<file path="config.mk">
export PLATFORM = sky130hd
export DESIGN_NAME = minmax_window_ctrl
export DESIGN_NICKNAME = d
export VERILOG_FILES = /design/src/rtl/minmax_window_ctrl.sv
export SDC_FILE = /design/constraint.sdc
export NUM_CORES = 1
export LEC_CHECK = 0
export ABC_AREA = 1
export ABC_CLOCK_PERIOD_IN_PS = 4700
export CORE_ASPECT_RATIO = 2
export CORE_MARGIN = 4
export CORE_UTILIZATION = 38
export CTS_BUF_LIST = sky130_fd_sc_hd__clkbuf_4 sky130_fd_sc_hd__clkbuf_8
export CTS_CLUSTER_SIZE = 28
export DETAILED_ROUTE_END_ITERATION = 10
export GPL_ROUTABILITY_DRIVEN = 0
export SLEW_MARGIN = 40
export SYNTH_ARGS = -nofsm -noshare
export SYNTH_HDL_FRONTEND = slang
export SYNTH_SLANG_ARGS = --single-unit
</file>
<file path="constraint.sdc">
create_clock -name clk -period 4.7 [get_ports clk]
set_input_delay 0.47 -clock clk [delete_from_list [all_inputs] [get_ports clk]]
set_output_delay 0.47 -clock clk [all_outputs]
set_load 0.02 [all_outputs]
</file>
<file path="src/rtl/minmax_window_ctrl.sv">
// Two-channel windowed min/max tracker: after an optional settle period it
// acquires WIN_CYC samples per channel and reports midpoint and peak-to-peak.
module minmax_window_ctrl #(
    parameter int DW         = 12,
    parameter int SETTLE_CYC = 100_000,
    parameter int WIN_CYC    = 1_000_000
) (
    input  logic          clk,
    input  logic          rst,
    input  logic          start,
    input  logic          abort,
    input  logic          cont,
    input  logic [DW-1:0] data_in0,
    input  logic [DW-1:0] data_in1,
    output logic [DW-1:0] mid0,
    output logic [DW-1:0] mid1,
    output logic [DW-1:0] amp0,
    output logic [DW-1:0] amp1,
    output logic          res_valid,
    input  logic          res_ready,
    output logic          busy
);

    typedef enum logic [2:0] {IDLE, SETTLE, ACQ, CALC, HOLD} state_t;

    // Counter is loaded with (length - 1) on entry and the phase ends when it reaches zero.
    localparam logic [29:0] SETTLE_LD = 30'((SETTLE_CYC > 0) ? SETTLE_CYC - 1 : 0);
    localparam logic [29:0] WIN_LD    = 30'(WIN_CYC - 1);

    state_t        state;
    logic [29:0]   cnt;
    logic [DW-1:0] max0, min0, max1, min1;
    logic [DW:0]   sum0, sum1;
    logic          first_smp;

    assign sum0      = {1'b0, max0} + {1'b0, min0};
    assign sum1      = {1'b0, max1} + {1'b0, min1};
    assign first_smp = (cnt == WIN_LD);

    always_ff @(posedge clk or posedge rst) begin
        if (rst) begin
            state     <= IDLE;
            cnt       <= '0;
            max0      <= '0;
            min0      <= '0;
            max1      <= '0;
            min1      <= '0;
            mid0      <= '0;
            mid1      <= '0;
            amp0      <= '0;
            amp1      <= '0;
            res_valid <= 1'b0;
            busy      <= 1'b0;
        end else if (abort) begin
            // Results registers deliberately keep their last values.
            state     <= IDLE;
            cnt       <= '0;
            res_valid <= 1'b0;
            busy      <= 1'b0;
        end else begin
            case (state)
                IDLE: begin
                    if (start) begin
                        busy <= 1'b1;
                        if (SETTLE_CYC == 0) begin
                            state <= ACQ;
                            cnt   <= WIN_LD;
                        end else begin
                            state <= SETTLE;
                            cnt   <= SETTLE_LD;
                        end
                    end
                end
                SETTLE: begin
                    if (cnt == '0) begin
                        state <= ACQ;
                        cnt   <= WIN_LD;
                    end else begin
                        cnt <= cnt - 30'd1;
                    end
                end
                ACQ: begin
                    if (first_smp) begin
                        max0 <= data_in0;
                        min0 <= data_in0;
                        max1 <= data_in1;
                        min1 <= data_in1;
                    end else begin
                        if (data_in0 > max0) max0 <= data_in0;
                        if (data_in0 < min0) min0 <= data_in0;
                        if (data_in1 > max1) max1 <= data_in1;
                        if (data_in1 < min1) min1 <= data_in1;
                    end
                    if (cnt == '0) begin
                        state <= CALC;
                    end else begin
                        cnt <= cnt - 30'd1;
                    end
                end
                CALC: begin
                    mid0      <= sum0[DW:1];
                    mid1      <= sum1[DW:1];
                    amp0      <= max0 - min0;
                    amp1      <= max1 - min1;
                    state     <= HOLD;
                    res_valid <= 1'b1;
                end
                HOLD: begin
                    if (res_ready) begin
                        res_valid <= 1'b0;
                        if (cont) begin
                            state <= ACQ;
                            cnt   <= WIN_LD;
                        end else begin
                            state <= IDLE;
                            busy  <= 1'b0;
                        end
                    end
                end
                default: begin
                    state     <= IDLE;
                    cnt       <= '0;
                    res_valid <= 1'b0;
                    busy      <= 1'b0;
                end
            endcase
        end
    end

endmodule

</file>
# Yosys cells after proc, flatten, opt, wreduce, memory -nomap -nowiden

Cells that the tools add are included.

Add/sub/neg operators: 5
Order comparisons: 4
Equality and inequality tests: 15
Multiplexer cells: 30
Bitwise operators: 1
Reductions and logical operators: 17

Operator list:

| kind                                                                  | number |
|---|---|
| 30-bit two-way mux                                                    | 6 |
| 30-bit one-hot mux with 5 select lines                                | 1 |
| 12-bit two-way mux                                                    | 8 |
| 30-bit by 20-bit == test with 1-bit output (second input constant)    | 1 |
| 30-bit zero test                                                      | 1 |
| 30-bit by 1-bit subtractor with 30-bit output (second input constant) | 1 |
| 12-bit by 12-bit adder with 13-bit output                             | 2 |
| 12-bit greater-than comparator                                        | 2 |
| 12-bit < comparator                                                   | 2 |
| 12-bit subtractor                                                     | 2 |
| 3-bit != test (second input constant)                                 | 7 |
| 3-bit two-way mux                                                     | 5 |
| 3-bit one-hot mux with 5 select lines                                 | 1 |
| 3-bit AND reduction                                                   | 4 |
| 4-bit AND reduction                                                   | 2 |
| 2-bit nonzero test                                                    | 4 |
| 3-bit by 2-bit == test with 1-bit output (second input constant)      | 2 |
| 1-bit two-way mux                                                     | 6 |
| 1-bit one-hot mux with 3 select lines                                 | 2 |
| 3-bit OR reduction                                                    | 2 |
| 5-bit AND reduction                                                   | 1 |
| 2-bit by 1-bit != test with 1-bit output (second input constant)      | 2 |
| 2-bit AND reduction                                                   | 2 |
| 3-bit by 1-bit == test with 1-bit output (second input constant)      | 1 |
| other kinds (5)                                                       | 5 |

Register bits: 131
Logic and storage cells: 84

# Logic depth before layout (Yosys ltp)

Gate-level depths: netlist of the first run.

Depth in word-level cells: 4
Gate-level depth with buffers: 13
Gate-level depth less buffers: 12

# Worst setup path after synthesis of the first run

No wires, ideal clock.

Path kind: input-to-reg
Start: input data_in1[11]
End: register max1[0]
Arrival: 1.848 ns
Slack: 2.785 ns
Cell stages on the path: 10
Buffers on the path: 1
Path through: ha_1 -> nand4_1 -> nor3_1 -> nand3_1 -> o21ai_0 -> nand2_1 -> nand2_1 -> clkbuf_1 -> nand2_1 -> nand2_1

Word-level cells in the longest chain between the ends: 3

Ends and longest elaborated chain:

| what                                 | line | text |
|---|---|---|
| start: declaration                   | 14   | `input logic [DW-1:0] data_in1,` |
| 12-bit greater-than comparator       | 91   | `if (data_in1 > max1) max1 <= data_in1;` |
| 2-bit nonzero test (no source line)  | -    |  |
| 3-bit AND reduction (no source line) | -    |  |
| end signal: assignment               | 86   | `max1 <= data_in1;` |
| end signal: assignment               | 91   |  |
| end: declaration                     | 32   | `logic [DW-1:0] max0, min0, max1, min1;` |

Every way passes these cells.
A chain may end at the register's enable or synchronous reset.

# Worst setup path in the final report of the first run

Start: register cnt[13]
End: register min0[0]

Word-level cells in the longest chain between the ends: 3
Elaborated cells on any way between the ends: 4
Those cells by class: eq/ne: 1; mux: 1; reduce/logical: 2

Ends and longest elaborated chain:

| what                                         | line | text |
|---|---|---|
| start: declaration                           | 31   | `logic [29:0] cnt;` |
| start signal: assignment                     | 79   | `cnt <= cnt - 30'd1;` |
| start signal: assignment                     | 97   | `cnt <= cnt - 30'd1;` |
| 30-bit by 20-bit == test with 1-bit output * | 38   | `assign first_smp = (cnt == WIN_LD);` |
| 2-bit nonzero test (no source line)          | -    |  |
| 3-bit AND reduction (no source line)         | -    |  |
| end signal: assignment                       | 85   | `min0 <= data_in0;` |
| end signal: assignment                       | 90   | `if (data_in0 < min0) min0 <= data_in0;` |
| end: declaration                             | 32   |  |

Mark *: on every way between the ends. The rest lies on a longest branch, timed or not.

==> run metrics, run 1 <==
crit path DAT=3.27 ns; # port buffers=79; crit share post-route=0.613; CP Max Fanout=13; crit start category=flop; Post-Synthesis Cell Area=9500 um^2; pin count of the biggest net entering global routing=67; Synth Register Bits=131; Post-DRT Antenna Nets=0; Critical path origin=cnt[13]; Leak=0.00560 uW; R2R cell count=7; syn nets=1,434; detailed-route vias per instance=5.17; most frequent cells in the layout=nand2_1, inv_1, dfrtp_1; layout cells sized above 1=0.0540; Via Count=8,902; Mapped Cells=1,306; Iter 0 DRT Violations=507; Hold Vio Cnt, Final=0; Final min period=2.88 ns; reg2reg start=cnt[13]; Boundary Pins=80; crit path capture=min0[0]; Clock transition at path regs=0.08 ns; nets=1,505; HPWL after DPL=21,900 um; Worst Setup Path Type=flop to flop; die span in x=120 um; Row Count=81; VDD IR max=290 uV; most common cell after layout, fill and taps aside=nand2_1; CP Capture Type=flop; post-cts resize count=0; Inserted Clock Buffers=17; sequential-to-total area share from yosys stat=0.345; RSZ-0062 raised after global routing=no; fin. max-slew vios=0; Post-CTS Setup Bufs=0; H-tree Lvls=4; FF-to-FF End=min0[0]; synth unique cells=42; GR Overflow Total=0; Fillers=2,553; measured slew at the worst slew-check pin=0.679 ns; Yosys top cell area share=0.345; PwrDens=784 nW/um^2; R2R setup slack=1.82 ns; # DRC=0; first-pass GRT wire length=44,800 um; Root Driver=clkbuf_8; Fin Hold WS=0.470 ns; ys async rst share=1.00; core area=24,500 um^2; Post-CTS Hold Buffers=0; Post-synth EDFFs=0; Synth-to-Final Area Change=16.8%; worst clock skew=0.0113 ns; clock sinks=131; Routed wire per std cell=16.1 um; Placed Cells=1,690; top cells by area, synth=dfrtp_1, nand2_1, ha_1; initial antenna violation count=1; WP data required=5.09 ns; worst hold path type=input port to async pin; fmax=347 MHz; vias in the first global route=8,860; DR pass1 iterations=5; Final Instance Count excl. Fillers=1,723; Avg Inst Size Synth=7.27 um^2; outcome=completed; Final TNS setup=0 ns; Synth area leader=dfrtp_1; GRT Resource Usage Total=0.206; CTS tree=done; die height=232 um; drt total wl=27,800 um; clk buf depth=2; Syn. warnings=0; clock latency at the later pin of the worst-skew pair=0.49 ns; maxcap violations=0; Max-slew headroom=0.546; Synth Flop Type=dfrtp_1; initial core utilization=0.387; # setup viols final=0; die area=27,700 um^2
## metal layers
metal,vias up,part of all wire,GRT usage
li1,4446,-,-
met1,4206,0.38,0.216
met2,173,0.54,0.389
met3,77,0.030,0.0342
met4,0,0.046,0.104
met5,-,0,0
## synthesized netlist by cell type, types with 2 or more instances
master / n
nand4_1: 38
nor2_8: 2
a211oi_1: 3
inv_2: 7
or2_2: 4
fa_1: 4
ha_1: 94
o21ai_2: 5
nor3_1: 16
nand2_1: 361
o21a_1: 5
o21bai_1: 4
xnor2_1: 4
a21o_1: 4
nand3b_1: 3
nand3_1: 110
o211ai_1: 2
xor2_1: 20
a31oi_1: 18
buf_6: 2
o21ai_1: 10
nor3_4: 2
nand2_2: 4
nor2_4: 2
clkbuf_1: 19
nor2_2: 4
a21oi_1: 62
o21ai_0: 87
nor2_1: 113
dfrtp_1: 131
buf_2: 11
inv_1: 145
## worst min-delay path by stage
stage	start	to
after floorplan	min0[10]	min0[10]
after global placement	res_valid	res_valid
after detailed placement	res_valid	res_valid
after CTS	rst	mid0[3]
after global routing	rst	min0[4]
final	rst	mid0[2]
## power by group
group	total [uW]	internal, uW	switching, uW
Clock	1210	713	495
Combinational	5380	1910	3480
Sequential	2110	1610	504
Total	8700	4220	4480
## worst max-delay path, cell delays in order (launching register included)
cell and delay (ns):
dfrtp_1 0.46, nor2_1 0.28, nand2_1 0.14, nor3_1 0.29, nand3b_1 0.41, nand2_1 0.52
nand2_1 0.41, o21ai_0 0.27
## state kept, by name (all words and copies together), names as in the netlist
name	count
amp0	12
cnt	30
state	3
res_valid	1
mid0	12
amp1	12
min0	12
mid1	12
min1	12
busy	1
max1	12
max0	12
## stage by stage
step           total power [uW]   util  worst slack, ns  cell area [um^2]
2_1_floorplan              5820      -            0.732              9500
3_3_place_gp               7420  0.432             1.41             10600
3_5_place_dp               7490  0.432             1.39             10600
4_1_cts                    8730  0.452             1.80             11100
5_1_grt                    9550  0.452             1.61             11100
6_report                   8700  0.452             1.82             11100
## area by class of cell
| type | count | area [um^2] | share of cell area |
|---|---|---|---|
| clock inverters | 13 | 229 | 0.0206 |
| diodes | 1 | 2.50 | 0.000226 |
| multi-input cells | 989 | 5490 | 0.495 |
| inverters | 153 | 582 | 0.0525 |
| clock buffers | 19 | 262 | 0.0236 |
| well taps | 332 | 415 | 0.0375 |
| flip-flops and latches | 131 | 3280 | 0.296 |
| repair buffers | 85 | 836 | 0.0754 |
## kinds of logic after synthesis
logic type / Yosys count / synth area share
flip-flops: 131 / 0.345
buffers and inverters: 186 / 0.0772
adder cells (fa/ha/maj): 98 / 0.132
XOR/XNOR: 24 / 0.0221
AO/OA/AOI/OAI: 202 / 0.116
AND/OR/NAND/NOR: 665 / 0.307
Note: power is estimated with default switching activity, not from simulation.
==> inputs of run 2 (changes only) <==
Settings changed: ABC_CLOCK_PERIOD_IN_PS 4700 to 2350.
Clock period 4.7 ns to 2.35 ns, I/O delays scaled along.
==> run 2 against run 1 <==
  * Die area unchanged
  * Routed wire length increased by 2.0%
  * Fmax increased by 31%
  * First-iteration DRC count decreased by 3.0%
  * Critical path type unchanged
  * Core utilization increased by 1.2 points
  * Via count increased by 1.3%
  * Non-clock buffer count increased by 40
  * Largest cell class unchanged
  * Sequential power increased by 98%
  * Highest routed layer unchanged
  * Combinational power increased by 110%
  * Power increased by 100%
  * Critical path depth increased by 4
==> run metrics, run 2 (synthesized netlist as in run 1, its figures left out) <==
drt total wl=28,300 um (was 27,800 um); die span in x=120 um (unchanged); worst clock skew=0.0135 ns (was 0.0113 ns); worst hold path type=input port to async pin (unchanged); nets=1,545 (was 1,505); Clock transition at path regs=0.08 ns (about the same); detailed-route vias per instance=5.12 (was 5.17); Post-DRT Antenna Nets=0 (unchanged); CP Buf/Inv Count=3 (was 0); Boundary Pins=80 (unchanged); Tot Pwr=17,500 uW (was 8700 uW); Leak=0.00577 uW (was 0.00560 uW); die height=232 um (unchanged); Placed Cells=1,730 (was 1,690); Fin Hold WS=0.140 ns (was 0.470 ns); PwrDens=1540 nW/um^2 (was 784 nW/um^2); Post-DP Area=11,000 um^2 (was 10,600 um^2); Post-CTS Setup Bufs=0 (unchanged); crit share post-route=0.936 (was 0.613); layout cells sized above 1=0.0825 (was 0.0540); fin. max-slew vios=0 (unchanged); Row Count=81 (unchanged); outcome=completed (unchanged); most common cell after layout, fill and taps aside=nand2_1 (unchanged); DR pass1 iterations=6 (was 5); Iter 0 DRT Violations=492 (was 507); Final min period=2.20 ns (was 2.88 ns); initial core utilization=0.387 (unchanged); Inserted Clock Buffers=17 (unchanged); # DRC=0 (unchanged); RSZ-0062 raised after global routing=no (unchanged); CTS tree=done (unchanged); H-tree Lvls=4 (unchanged); fmax=454 MHz (was 347 MHz); most frequent cells in the layout=nand2_1, inv_1, dfrtp_1 (unchanged); reg2reg start=cnt[1] (was cnt[13]); # port buffers=79 (unchanged); WP data required=2.73 ns (was 5.09 ns); clock latency at the later pin of the worst-skew pair=0.49 ns (about the same); Fillers=2,584 (was 2,553); measured slew at the worst slew-check pin=0.567 ns (was 0.679 ns); CP Capture Type=flop (unchanged); Largest stage delay, worst path=0.41 ns (was 0.52 ns); crit path cell chain=inv_1, ha_1, nand2_2, nor2_4, inv_2, nor3_4, nand2_1, nand2_2, o21ai_0, nand2_1, inv_1 (was nor2_1, nand2_1, nor3_1, nand3b_1, nand2_1, nand2_1, o21ai_0); Final TNS setup=0 ns (unchanged); HPWL after DPL=22,900 um (was 21,900 um); Worst Setup Path Type=flop to flop (unchanged); die area=27,700 um^2 (unchanged); VDD IR max=482 uV (was 290 uV); crit start category=flop (unchanged); core area=24,500 um^2 (unchanged); clk buf depth=2 (unchanged); number of diodes=0 (was 1); Synth-to-Final Area Change=19.7% (was 16.8%); # setup viols final=0 (unchanged); Routed wire per std cell=16.1 um (about the same); GR Overflow Total=0 (unchanged); initial antenna violation count=0 (was 1); Max-slew headroom=0.622 (was 0.546); CP max stage cell=dfrtp_1 (was nand2_1); R2R cell count=11 (was 7); Via Count=9,015 (was 8,902); GRT Resource Usage Total=0.213 (was 0.206); first-pass GRT wire length=46,400 um (was 44,800 um); FF-to-FF End=cnt[21] (was min0[0]); Root Driver=clkbuf_8 (unchanged); CP Max Fanout=8 (was 13); vias in the first global route=9,420 (was 8,860); clock sinks=131 (unchanged); crit path DAT=2.58 ns (was 3.27 ns); design area=11,400 um^2 (was 11,100 um^2); largest reg by FF count=cnt (unchanged); R2R setup slack=0.15 ns (was 1.82 ns); Top Family by Delay on Critical Path=simple AND/OR/NAND/NOR gates (unchanged); pin count of the biggest net entering global routing=55 (was 67); maxcap violations=0 (unchanged); Final Instance Count excl. Fillers=1,762 (was 1,723); number of flip-flops in the largest register=30 (unchanged); Hold Vio Cnt, Final=0 (unchanged)
[run 2: worst max path at each step]
| stage | start | endpoint | slack, ns | cells after the start |
|---|---|---|---|---|
| 5_1_grt | cnt[1] | cnt[20] | 0.002 | 11 |
| 4_1_cts | max1[10] | max1[6] | 0.11 | 10 |
| 3_3_place_gp | data_in1[11] | max1[0] | -0.10 | 10 |
| 3_5_place_dp | data_in1[10] | max1[6] | -0.16 | 10 |
| 6_report | cnt[1] | cnt[21] | 0.15 | 11 |
| 2_1_floorplan | rst | amp0[0] | 0.49 | 1 |
[run 2: power by group]
part	internal [uW]	total, uW	switching, uW
Combinational	4130	11300	7150
Clock	1040	2020	986
Sequential	3210	4170	959
Total	8370	17500	9090
[run 2: metrics by stage]
step | utilization | setup WS [ns]
2_1_floorplan | - | 0.492
3_3_place_gp | 0.447 | -0.104
3_5_place_dp | 0.447 | -0.160
4_1_cts | 0.463 | 0.112
5_1_grt | 0.464 | 0.00247
6_report | 0.464 | 0.150
[run 2: timing repair]
item,4_1_cts,5_1_grt
setup endpoints to repair,0,25
hold buffers,0,0
gates resized for setup,0,5
[run 2: layout make-up]
type / count / area, um^2 / share of cell area
multi-input cells: 989 / 5500 / 0.484
inverters: 153 / 581 / 0.0510
flip-flops and latches: 131 / 3280 / 0.288
clock inverters: 15 / 165 / 0.0145
repair buffers: 125 / 1200 / 0.105
clock buffers: 17 / 234 / 0.0206
well taps: 332 / 415 / 0.0365
[run 2: per-layer routing]
layer | vias up | wire [um] | GRT usage | share of wire
met5 | - | 0 | 0 | 0
met1 | 4164 | 10600 | 0.214 | 0.37
li1 | 4517 | - | - | -
met4 | 0 | 1630 | 0.126 | 0.058
met2 | 232 | 15200 | 0.398 | 0.54
met3 | 102 | 937 | 0.0420 | 0.033
